$ cat config.mk
export PLATFORM = sky130hd
export DESIGN_NAME = vme_cmd_player_flat
export DESIGN_NICKNAME = d
export VERILOG_FILES = /design/src/rtl/vme_cmd_player_if.sv /design/src/rtl/vme_cmd_player.sv /design/src/flat_wrapper.sv
export SDC_FILE = /design/constraint.sdc
export NUM_CORES = 1
export LEC_CHECK = 0
export CORE_ASPECT_RATIO = 0.75
export CORE_MARGIN = 2
export CORE_UTILIZATION = 53
export CTS_BUF_LIST = sky130_fd_sc_hd__clkbuf_8
export CTS_CLUSTER_SIZE = 25
export DETAILED_ROUTE_END_ITERATION = 16
export PLACE_DENSITY = 0.92
export SYNTH_ARGS = -nofsm -noshare
export SYNTH_HDL_FRONTEND = slang
export SYNTH_SLANG_ARGS = --single-unit
$ cat constraint.sdc
create_clock -name clk -period 4.1 [get_ports clk]
set_input_delay 1.23 -clock clk [delete_from_list [all_inputs] [get_ports clk]]
set_output_delay 1.23 -clock clk [all_outputs]
set_load 0.03 [all_outputs]
$ cat src/rtl/vme_cmd_player_if.sv
// VME request/completion bundle between the command player and vme_master.
//   master modport: player side (drives request, address, write data; sees completion, read data)
//   slave modport : vme_master side
//   vme_cmd      1-cycle request pulse
//   vme_wr/rd    cycle type, valid with vme_cmd, held until the next request
//   vme_addr     VME address [23:1], held from vme_cmd until completion
//   vme_wr_data  write data, held from vme_cmd until completion
//   vme_cmd_rd   1-cycle completion pulse
//   vme_rd_data  read data, valid while vme_cmd_rd is high
interface vme_cmd_player_if;
    logic        vme_cmd;
    logic        vme_wr;
    logic        vme_rd;
    logic [22:0] vme_addr;
    logic [15:0] vme_wr_data;
    logic        vme_cmd_rd;
    logic [15:0] vme_rd_data;

    modport master (
        output vme_cmd, vme_wr, vme_rd, vme_addr, vme_wr_data,
        input  vme_cmd_rd, vme_rd_data
    );

    modport slave (
        input  vme_cmd, vme_wr, vme_rd, vme_addr, vme_wr_data,
        output vme_cmd_rd, vme_rd_data
    );
endinterface

$ cat src/rtl/vme_cmd_player.sv
// Command player feeding vme_master. Walks the command/data memory pair from entry 0,
// issues one VME single-word write or read per entry, waits for completion (or timeout),
// checks read data against an expected value under a mask and logs every read (and every
// timed-out cycle) into the result memory.
// Ports:
//   clk, rstn                 clock, asynchronous active-low reset
//   start, stop               1-cycle pulses: begin playback / abort after in-flight cycle
//   mem_addr, mem_rden        command/data memory read port (data valid 1 cycle later)
//   cmd_mem_out, dat_mem_out  command word {op[31:30], cmp_en[24], addr[22:0]}, data word {mask, data}
//   vme                       request/completion bundle to vme_master (master modport)
//   res_mem_wren/addr/in      result memory write port: {timeout, mismatch, 14'b0, rd_data}
//   busy, done, err_count     status: playback active, end-of-playback pulse, saturating error count
module vme_cmd_player #(
    parameter int ADDR_W      = 10,
    parameter int TIMEOUT_CYC = 1023
) (
    input  logic              clk,
    input  logic              rstn,
    input  logic              start,
    input  logic              stop,
    output logic [ADDR_W-1:0] mem_addr,
    output logic              mem_rden,
    input  logic [31:0]       cmd_mem_out,
    input  logic [31:0]       dat_mem_out,
    vme_cmd_player_if.master  vme,
    output logic              res_mem_wren,
    output logic [ADDR_W-1:0] res_mem_addr,
    output logic [31:0]       res_mem_in,
    output logic              busy,
    output logic              done,
    output logic [15:0]       err_count
);

    localparam int TW = $clog2(TIMEOUT_CYC + 1);
    localparam logic [TW-1:0] TMAX = TW'(TIMEOUT_CYC);

    typedef enum logic [3:0] {
        S_IDLE, S_FETCH, S_WAIT_MEM, S_DECODE, S_ISSUE,
        S_WAIT_ACK, S_STORE, S_NEXT, S_FINISH
    } state_t;

    typedef enum logic [1:0] {
        OP_NOP = 2'b00,
        OP_WR  = 2'b01,
        OP_RD  = 2'b10,
        OP_END = 2'b11
    } op_t;

    state_t            state, state_d;
    logic [ADDR_W-1:0] ptr;
    op_t               op_q;
    logic              cmp_en_q;
    logic [22:0]       addr_q;
    logic [31:0]       dat_q;
    logic              stop_q;
    logic [TW-1:0]     tcnt;
    logic [15:0]       rd_data_q;
    logic              timeout_q;
    logic              vme_wr_q, vme_rd_q;
    logic [22:0]       vme_addr_q;
    logic [15:0]       vme_wr_data_q;
    logic [15:0]       err_q;
    logic              vme_cmd_c;
    logic              mismatch;
    logic              stop_seen;
    logic              timed_out;

    // Reserved command-word bits carry nothing.
    logic unused_cmd_bits;
    assign unused_cmd_bits = &{1'b0, cmd_mem_out[29:25], cmd_mem_out[23]};

    assign stop_seen = stop_q | stop;
    assign timed_out = (state == S_WAIT_ACK) && !vme.vme_cmd_rd && (tcnt == TMAX);
    // Data word holds the expected value only for reads; write entries never flag a mismatch.
    assign mismatch  = (op_q == OP_RD) && cmp_en_q &&
                       (|((rd_data_q ^ dat_q[15:0]) & dat_q[31:16]));

    // Next-state and strobe decode
    always_comb begin
        state_d      = state;
        mem_rden     = 1'b0;
        vme_cmd_c    = 1'b0;
        res_mem_wren = 1'b0;
        done         = 1'b0;
        case (state)
            S_IDLE:     if (start) state_d = S_FETCH;
            S_FETCH: begin
                mem_rden = 1'b1;
                state_d  = S_WAIT_MEM;
            end
            S_WAIT_MEM: state_d = S_DECODE;
            S_DECODE: begin
                case (op_q)
                    OP_NOP:  state_d = S_NEXT;
                    OP_END:  state_d = S_FINISH;
                    default: state_d = S_ISSUE;
                endcase
            end
            S_ISSUE: begin
                vme_cmd_c = 1'b1;
                state_d   = S_WAIT_ACK;
            end
            S_WAIT_ACK: begin
                if (vme.vme_cmd_rd)
                    state_d = (op_q == OP_RD) ? S_STORE : S_NEXT;
                else if (tcnt == TMAX)
                    state_d = S_STORE;
            end
            S_STORE: begin
                res_mem_wren = 1'b1;
                state_d      = S_NEXT;
            end
            S_NEXT: begin
                if (stop_seen || (ptr == '1))
                    state_d = S_FINISH;
                else
                    state_d = S_FETCH;
            end
            S_FINISH: begin
                done    = 1'b1;
                state_d = S_IDLE;
            end
            default:    state_d = S_IDLE;
        endcase
    end

    always_ff @(posedge clk or negedge rstn) begin
        if (!rstn)
            state <= S_IDLE;
        else
            state <= state_d;
    end

    // Datapath registers
    always_ff @(posedge clk or negedge rstn) begin
        if (!rstn) begin
            ptr           <= '0;
            op_q          <= OP_NOP;
            cmp_en_q      <= 1'b0;
            addr_q        <= '0;
            dat_q         <= '0;
            stop_q        <= 1'b0;
            tcnt          <= '0;
            rd_data_q     <= '0;
            timeout_q     <= 1'b0;
            vme_wr_q      <= 1'b0;
            vme_rd_q      <= 1'b0;
            vme_addr_q    <= '0;
            vme_wr_data_q <= '0;
            err_q         <= '0;
        end else begin
            if (state == S_NEXT && state_d == S_FETCH)
                ptr <= ptr + 1'b1;
            else if (state == S_FINISH)
                ptr <= '0;

            if (state == S_WAIT_MEM) begin
                op_q     <= op_t'(cmd_mem_out[31:30]);
                cmp_en_q <= cmd_mem_out[24];
                addr_q   <= cmd_mem_out[22:0];
                dat_q    <= dat_mem_out;
            end

            // Sticky abort request; a stop arriving with the accepted start still counts.
            if (state == S_FINISH)
                stop_q <= 1'b0;
            else if (stop && (state != S_IDLE || start))
                stop_q <= 1'b1;

            // Counts cycles since the request pulse: 0 during ISSUE.
            if (state == S_DECODE)
                tcnt <= '0;
            else if (state == S_ISSUE || state == S_WAIT_ACK)
                tcnt <= tcnt + 1'b1;

            if (state == S_WAIT_ACK) begin
                if (vme.vme_cmd_rd) begin
                    rd_data_q <= vme.vme_rd_data;
                    timeout_q <= 1'b0;
                end else if (timed_out) begin
                    rd_data_q <= '0;
                    timeout_q <= 1'b1;
                end
            end

            if (state == S_DECODE && (op_q == OP_WR || op_q == OP_RD)) begin
                vme_wr_q      <= (op_q == OP_WR);
                vme_rd_q      <= (op_q == OP_RD);
                vme_addr_q    <= addr_q;
                vme_wr_data_q <= dat_q[15:0];
            end else if (state == S_FINISH) begin
                vme_wr_q <= 1'b0;
                vme_rd_q <= 1'b0;
            end

            if (state == S_IDLE && start)
                err_q <= '0;
            else if (state == S_STORE && (mismatch || timeout_q) && err_q != 16'hFFFF)
                err_q <= err_q + 16'd1;
        end
    end

    assign mem_addr        = ptr;
    assign res_mem_addr    = ptr;
    assign res_mem_in      = {timeout_q, mismatch, 14'b0, rd_data_q};
    assign busy            = (state != S_IDLE) && (state != S_FINISH);
    assign err_count       = err_q;
    assign vme.vme_cmd     = vme_cmd_c;
    assign vme.vme_wr      = vme_wr_q;
    assign vme.vme_rd      = vme_rd_q;
    assign vme.vme_addr    = vme_addr_q;
    assign vme.vme_wr_data = vme_wr_data_q;

endmodule

$ cat src/flat_wrapper.sv
// flat-port wrapper written by rule: the top's interface ports become plain ports
module vme_cmd_player_flat 
#(
    parameter int ADDR_W      = 10,
    parameter int TIMEOUT_CYC = 1023
)
  (clk, rstn, start, stop, mem_addr, mem_rden, cmd_mem_out, dat_mem_out, res_mem_wren, res_mem_addr, res_mem_in, busy, done, err_count, vme_vme_cmd, vme_vme_wr, vme_vme_rd, vme_vme_addr, vme_vme_wr_data, vme_vme_cmd_rd, vme_vme_rd_data);
  vme_cmd_player_if vme_i ();
  input  logic clk;
  input  logic rstn;
  input  logic start;
  input  logic stop;
  output logic [ADDR_W-1:0] mem_addr;
  output logic mem_rden;
  input  logic [31:0] cmd_mem_out;
  input  logic [31:0] dat_mem_out;
  output logic res_mem_wren;
  output logic [ADDR_W-1:0] res_mem_addr;
  output logic [31:0] res_mem_in;
  output logic busy;
  output logic done;
  output logic [15:0] err_count;
  output wire logic [$bits(vme_i.vme_cmd)-1:0] vme_vme_cmd;
  output wire logic [$bits(vme_i.vme_wr)-1:0] vme_vme_wr;
  output wire logic [$bits(vme_i.vme_rd)-1:0] vme_vme_rd;
  output wire logic [$bits(vme_i.vme_addr)-1:0] vme_vme_addr;
  output wire logic [$bits(vme_i.vme_wr_data)-1:0] vme_vme_wr_data;
  input wire logic [$bits(vme_i.vme_cmd_rd)-1:0] vme_vme_cmd_rd;
  input wire logic [$bits(vme_i.vme_rd_data)-1:0] vme_vme_rd_data;
  assign vme_vme_cmd = vme_i.vme_cmd;
  assign vme_vme_wr = vme_i.vme_wr;
  assign vme_vme_rd = vme_i.vme_rd;
  assign vme_vme_addr = vme_i.vme_addr;
  assign vme_vme_wr_data = vme_i.vme_wr_data;
  assign vme_i.vme_cmd_rd = vme_vme_cmd_rd;
  assign vme_i.vme_rd_data = vme_vme_rd_data;
  vme_cmd_player #(.ADDR_W(ADDR_W), .TIMEOUT_CYC(TIMEOUT_CYC)) u_core (.clk(clk), .rstn(rstn), .start(start), .stop(stop), .mem_addr(mem_addr), .mem_rden(mem_rden), .cmd_mem_out(cmd_mem_out), .dat_mem_out(dat_mem_out), .vme(vme_i), .res_mem_wren(res_mem_wren), .res_mem_addr(res_mem_addr), .res_mem_in(res_mem_in), .busy(busy), .done(done), .err_count(err_count));
endmodule
Word level (Yosys, flattened, before mapping)
Cells that the tools add are included.
W data, S select, Z words.
{ "totals": {"regBits": 157, "inputBits": 85} }
{ "op_classes": {"bitwise_logic": 3, "n_eq_ne": 16, "mux": 26, "n_addsub": 3, "reduce_logical": 28} }
{ "ops": {"columns": ["op", "count"], "rows": [
  ["$mux W16", 4],
  ["$mux W10", 4],
  ["$pmux W4 S8", 1],
  ["$add A10 B1 Y10 const B", 2],
  ["$eq A10 B10 Y1 const B", 2],
  ["$add A16 B1 Y16 const B", 1],
  ["$and A16 B16 Y16", 1],
  ["$eq A4 B3 Y1 const B", 4],
  ["$mux W4", 4],
  ["$ne A16 B16 Y1 const B", 1],
  ["$reduce_or A16 Y1", 1],
  ["$xor A16 B16 Y16", 1],
  ["$mux W1", 12],
  ["$reduce_bool A2 Y1", 6],
  ["$logic_and A1 B1 Y1", 11],
  ["$eq A4 B1 Y1 const B", 2],
  ["$eq A4 B2 Y1 const B", 2],
  ["$pmux W4 S2", 1],
  ["$logic_or A1 B1 Y1", 5],
  ["$eq A2 B2 Y1 const B", 2],
  ["$eq A4 B4 Y1 const B", 1],
  ["$logic_not A4 Y1", 1],
  ["$ne A4 B4 Y1 const B", 1],
  ["$reduce_bool A4 Y1", 1],
  ["5 further kinds", 5]
]} }

Depth between registers and ports, before layout
{ "logic_depth": {"word_depth": 9, "mapped_depth": 8} }

Worst setup path after synthesis
OpenSTA, ideal clock, no wires.
{ "synth_path": {"kind": "flip-flop to output port", "start": "reg u_core.rd_data_q[14]", "end": "out res_mem_in[30]", "t_required_ns": 2.870, "stages_incl_launch_ff": 7, "arrival_ns": 1.546, "path_slack_ns": 1.324, "path_cell_list": "dfrtp_1 xor2_1 a22oi_1 nand4_2 o211ai_4 inv_1 buf_4"} }
{ "synth_between": {"elab_chain_cells": 4} }
{ "synth_rtl": {"columns": ["element", "line", "text"], "rows": [
  ["start: declaration", "vme_cmd_player.sv:57", "logic [15:0] rd_data_q;"],
  ["start signal: assignment", "vme_cmd_player.sv:178", "rd_data_q <= vme.vme_rd_data;"],
  ["$xor A16 B16 Y16", "vme_cmd_player.sv:76", "(|((rd_data_q ^ dat_q[15:0]) & dat_q[31:16]));"],
  ["$and A16 B16 Y16", "vme_cmd_player.sv:76", null],
  ["$reduce_or A16 Y1", "vme_cmd_player.sv:76", null],
  ["$logic_and A1 B1 Y1", "vme_cmd_player.sv:75", "assign mismatch = (op_q == OP_RD) && cmp_en_q &&"],
  ["end: declaration", "flat_wrapper.sv:19", "output logic [31:0] res_mem_in;"]
]} }
Every way passes these cells.

Worst setup path after layout
{ "layout_path": {"start": "reg u_core.dat_q[8]", "end": "out res_mem_in[30]"} }
{ "layout_between": {"elab_chain_cells": 4} }
{ "layout_rtl": {"columns": ["element", "line", "text"], "rows": [
  ["start: declaration", "vme_cmd_player.sv:54", "logic [31:0] dat_q;"],
  ["start signal: assignment", "vme_cmd_player.sv:161", "dat_q <= dat_mem_out;"],
  ["$xor A16 B16 Y16", "vme_cmd_player.sv:76", null],
  ["$and A16 B16 Y16", "vme_cmd_player.sv:76", null],
  ["$reduce_or A16 Y1", "vme_cmd_player.sv:76", null],
  ["$logic_and A1 B1 Y1", "vme_cmd_player.sv:75", null]
]} }
Every way passes these cells.

==> impl_metrics.py <==
metrics = {
    "route": {
        "firstDrtPassIters": 4,
        "dr.first_iter.drc_count": 312,
        "wl_per_cell_um": 18.0,
        "wl_um": 17100,
        "via_per_inst": 5.37,
        "ant_nets": 0,
        "num_vias": 5097,
        "drc_errors": 0,
    },
    "cells_and_area": {
        "nFillCells": 892,
        "insertedDiodeCount": 0,
        "area_growth_syn_to_layout_pct": 31.3,
        "final_nets": 861,
        "drive_gt1_frac": 0.185,
    },
    "power": {
        "powerDensity_mw_per_mm2": 746,
        "pwr-share-clk": 0.167,
        "p_int_mw": 4.26,
        "p_sw_frac": 0.383,
        "ir_worst_vdd_mv": 0.557,
        "leakage_nw": 4.00,
        "switching_power_mw": 2.65,
        "pwr-share-seq": 0.386,
        "combPwrFrac": 0.447,
    },
    "critical_path": {
        "cpMaxStageDelayCell": "clkdlybuf4s50_1",
        "worstPathRequired_ps": 2870,
        "regToRegSetupSlack_ps": 1590,
        "start_kind": "flop",
        "cp-end-kind": "primary output",
        "rr_startpoint": "u_core.state[1]$_DFF_PN0_",
        "cp_slowest_stage_delay_ps": 630,
        "crit_type": "reg2out",
        "rr_worst_depth": 5,
        "crit_arrival_ps": 2580,
        "path_max_fanout": 10,
        "cp_cell_sequence": "xor2_1, a22oi_1, nand4_2, o211ai_4, inv_1, clkdlybuf4s50_1",
        "r2r-end": "u_core.vme.vme_wr_data[13]$_DFFE_PN0P_",
    },
    "clock_tree": {
        "cts-root-buf": "clkbuf_8",
        "cts_tree": "yes",
        "clock-sinks": 157,
        "numCtsBuffers": 17,
        "clk_pin_slew_worst_paths_ps": 70,
        "cts_resized": 0,
        "htreeDepth": 4,
        "clockBufferDepth": 2,
        "post_cts_buffers": 0,
        "clk_latency_ps": 450,
        "cts_hold_buf": 0,
    },
    "yosys": {
        "yosys_register_bits": 157,
        "ys_top_cells_by_area": "dfrtp_1 56%, mux2_2 15%, nand2_1 3.3%",
        "yosysMostFrequentCell": "dfrtp_1",
        "synth_ff_type": "dfrtp_1",
        "netlist-cell-type-count": 49,
        "post_synth.cell_area_avg_um2": 11.8,
        "synth_top_area_cell": "dfrtp_1",
        "syn_area_mm2": 0.00705,
        "syn_inst": 598,
        "synthTopCellsByCount": "157 x dfrtp_1, 97 x mux2_2, 62 x nand2_1",
        "async_reset_ff_frac": 1.00,
        "yosysSeqAreaShare": 0.557,
        "synth_edf_count": 0,
        "ys_warn_count": 0,
        "yosysTopAreaCellShare": 0.557,
    },
    "min_path": {
        "hold_path_class": "reg2reg",
        "holdPathStages": 1,
        "min-delay-start": "u_core.vme.vme_addr[8]$_DFFE_PN0P_",
        "holdPathEnd": "u_core.vme.vme_addr[8]$_DFFE_PN0P_",
    },
    "die": {
        "die_height_um": 104,
        "dieArea_mm2": 0.0143,
        "io_pins": 199,
        "die_w_um": 137,
        "core_mm2": 0.0130,
        "row_count": 36,
        "initial_core_util": 0.544,
    },
    "placement": {
        "hpwl_um": 12100,
        "gp_congestion": 0.869,
        "io_buffers": 178,
        "dpl_worst_slack_ps": 788,
    },
    "global_route": {
        "grt_pass1_vias": 5480,
        "grt_use_total": 0.251,
        "grt_first_pass_wirelength_um": 27500,
        "overflow": 0,
        "grt_max_degree": 69,
        "antenna_found_initial": 0,
    },
    "job": {
        "drv_cap": 0,
    },
    "sta": {
        "clock_skew_ps": 12.9,
        "clock.fmax_mhz": 262,
        "slew_headroom": 0.194,
        "tightest_slew_ps": 1200,
        "slew_viol_final": 0,
        "rsz0062_at_grt": "no",
        "setup_viol": 0,
        "finalCriticalPeriod_ps": 3810,
        "fin_crit_sh": 0.930,
        "tns_ps": 0,
        "setup_ws_ps": 289,
        "finalHoldViolCount": 0,
    },
    "run_status": {
        "status": "complete, no violations",
    },
}
==> how the worst max path moves through the flow <==
stage / start / to / slack, ps / depth (start not counted)
floorplan: u_core.rd_data_q[14]$_DFFE_PN0P_ / res_mem_in[30] / 1320 / 6
global placement: u_core.dat_q[15]$_DFFE_PN0P_ / res_mem_in[30] / 800 / 6
detailed placement: u_core.dat_q[15]$_DFFE_PN0P_ / res_mem_in[30] / 790 / 6
CTS: u_core.dat_q[15]$_DFFE_PN0P_ / res_mem_in[30] / 250 / 6
global route: u_core.dat_q[15]$_DFFE_PN0P_ / res_mem_in[30] / 150 / 6
finish: u_core.dat_q[8]$_DFFE_PN0P_ / res_mem_in[30] / 290 / 6
==> state kept, by name, indices dropped and copies added, names as in the netlist, 2 cells and up <==
register	count
u_core.addr_q	23
u_core.dat_q	32
u_core.err_count	16
u_core.mem_addr	10
u_core.op_q	2
u_core.rd_data_q	16
u_core.state	4
u_core.tcnt	10
u_core.vme.vme_addr	23
u_core.vme.vme_wr_data	16
==> through the flow <==
stage | total power, mW | utilization | hold slack [ps] | instances | area [um2]
global route | 7.29 | 0.714 | 518 | 949 | 9260
CTS | 6.96 | 0.714 | 510 | 949 | 9260
detailed placement | 5.78 | 0.684 | 492 | 920 | 8880
finish | 6.91 | 0.714 | 507 | 949 | 9260
floorplan | 4.60 | - | 463 | 611 | 7100
global placement | 5.62 | 0.684 | 479 | 920 | 8880
==> power by group through the flow <==
stage          combinational [mW]  sequential (mW)  clock [mW]
2_1_floorplan                1.46             3.14           0
3_3_place_gp                 3.01             2.61           0
3_5_place_dp                 3.10             2.69           0
4_1_cts                      3.12             2.66        1.18
5_1_grt                      3.29             2.75        1.25
6_report                     3.09             2.66        1.15
==> metal layers <==
| metal | wire length, um | share of wire | track usage |
|---|---|---|---|
| met2 | 8720 | 0.51 | 0.410 |
| met1 | 6840 | 0.40 | 0.301 |
| met3 | 1200 | 0.070 | 0.0911 |
| met4 | 295 | 0.017 | 0.0994 |
| met5 | 0 | 0 | 0 |
==> cell type report <==
cell class,count,area [um2],share of cell area
clock buffers,19,262,0.0282
clock inverters,10,125,0.0135
inverters,11,41.3,0.00446
multi-input cells,396,2860,0.308
flip-flops and latches,157,3930,0.424
well taps,171,214,0.0231
repair buffers,185,1840,0.198
==> placed cells by master, fill, tap and decap left out, types with 2 or more instances in the layout <==
master	n
clkdlybuf4s50_1	177
dfrtp_1	157
mux2_2	97
nand2_1	61
nor2_1	40
o21ai_0	35
xor2_1	25
clkbuf_8	19
nand3_1	18
conb_1	14
inv_1	13
a21oi_1	9
a22oi_1	8
ha_1	8
and3_1	7
xnor2_1	7
buf_4	7
nand2b_1	6
nor3_1	6
mux2i_1	5
nor3_2	4
or3_1	4
a2111oi_0	4
a211oi_1	4
nor2b_1	3
o211ai_1	3
and4_1	3
and2_1	3
bufinv_16	3
clkinv_2	3
nand4_2	2
o31ai_1	2
nand4_1	2
==> cell families after synthesis <==
family / Yosys count / share of synthesized area
and+or+nand+nor: 165 / 0.111
DFF: 157 / 0.557
other: 1 / 0.000532
adders and majority gates: 8 / 0.0142
AOI/OAI and AO/OA: 75 / 0.0690
xor gates and xnor gates: 32 / 0.0397
buffers and inverters: 58 / 0.0465
muxes: 102 / 0.162
==> worst max-delay path: cells and delay by family, from the launching register on <==
family,cells,cell delay [ps]
AO/OA/AOI/OAI,2,660
flip-flops,1,420
AND/OR/NAND/NOR,1,180
XOR/XNOR,1,170
buffers and inverters,2,720
Note: power is estimated with default switching activity, not from simulation.
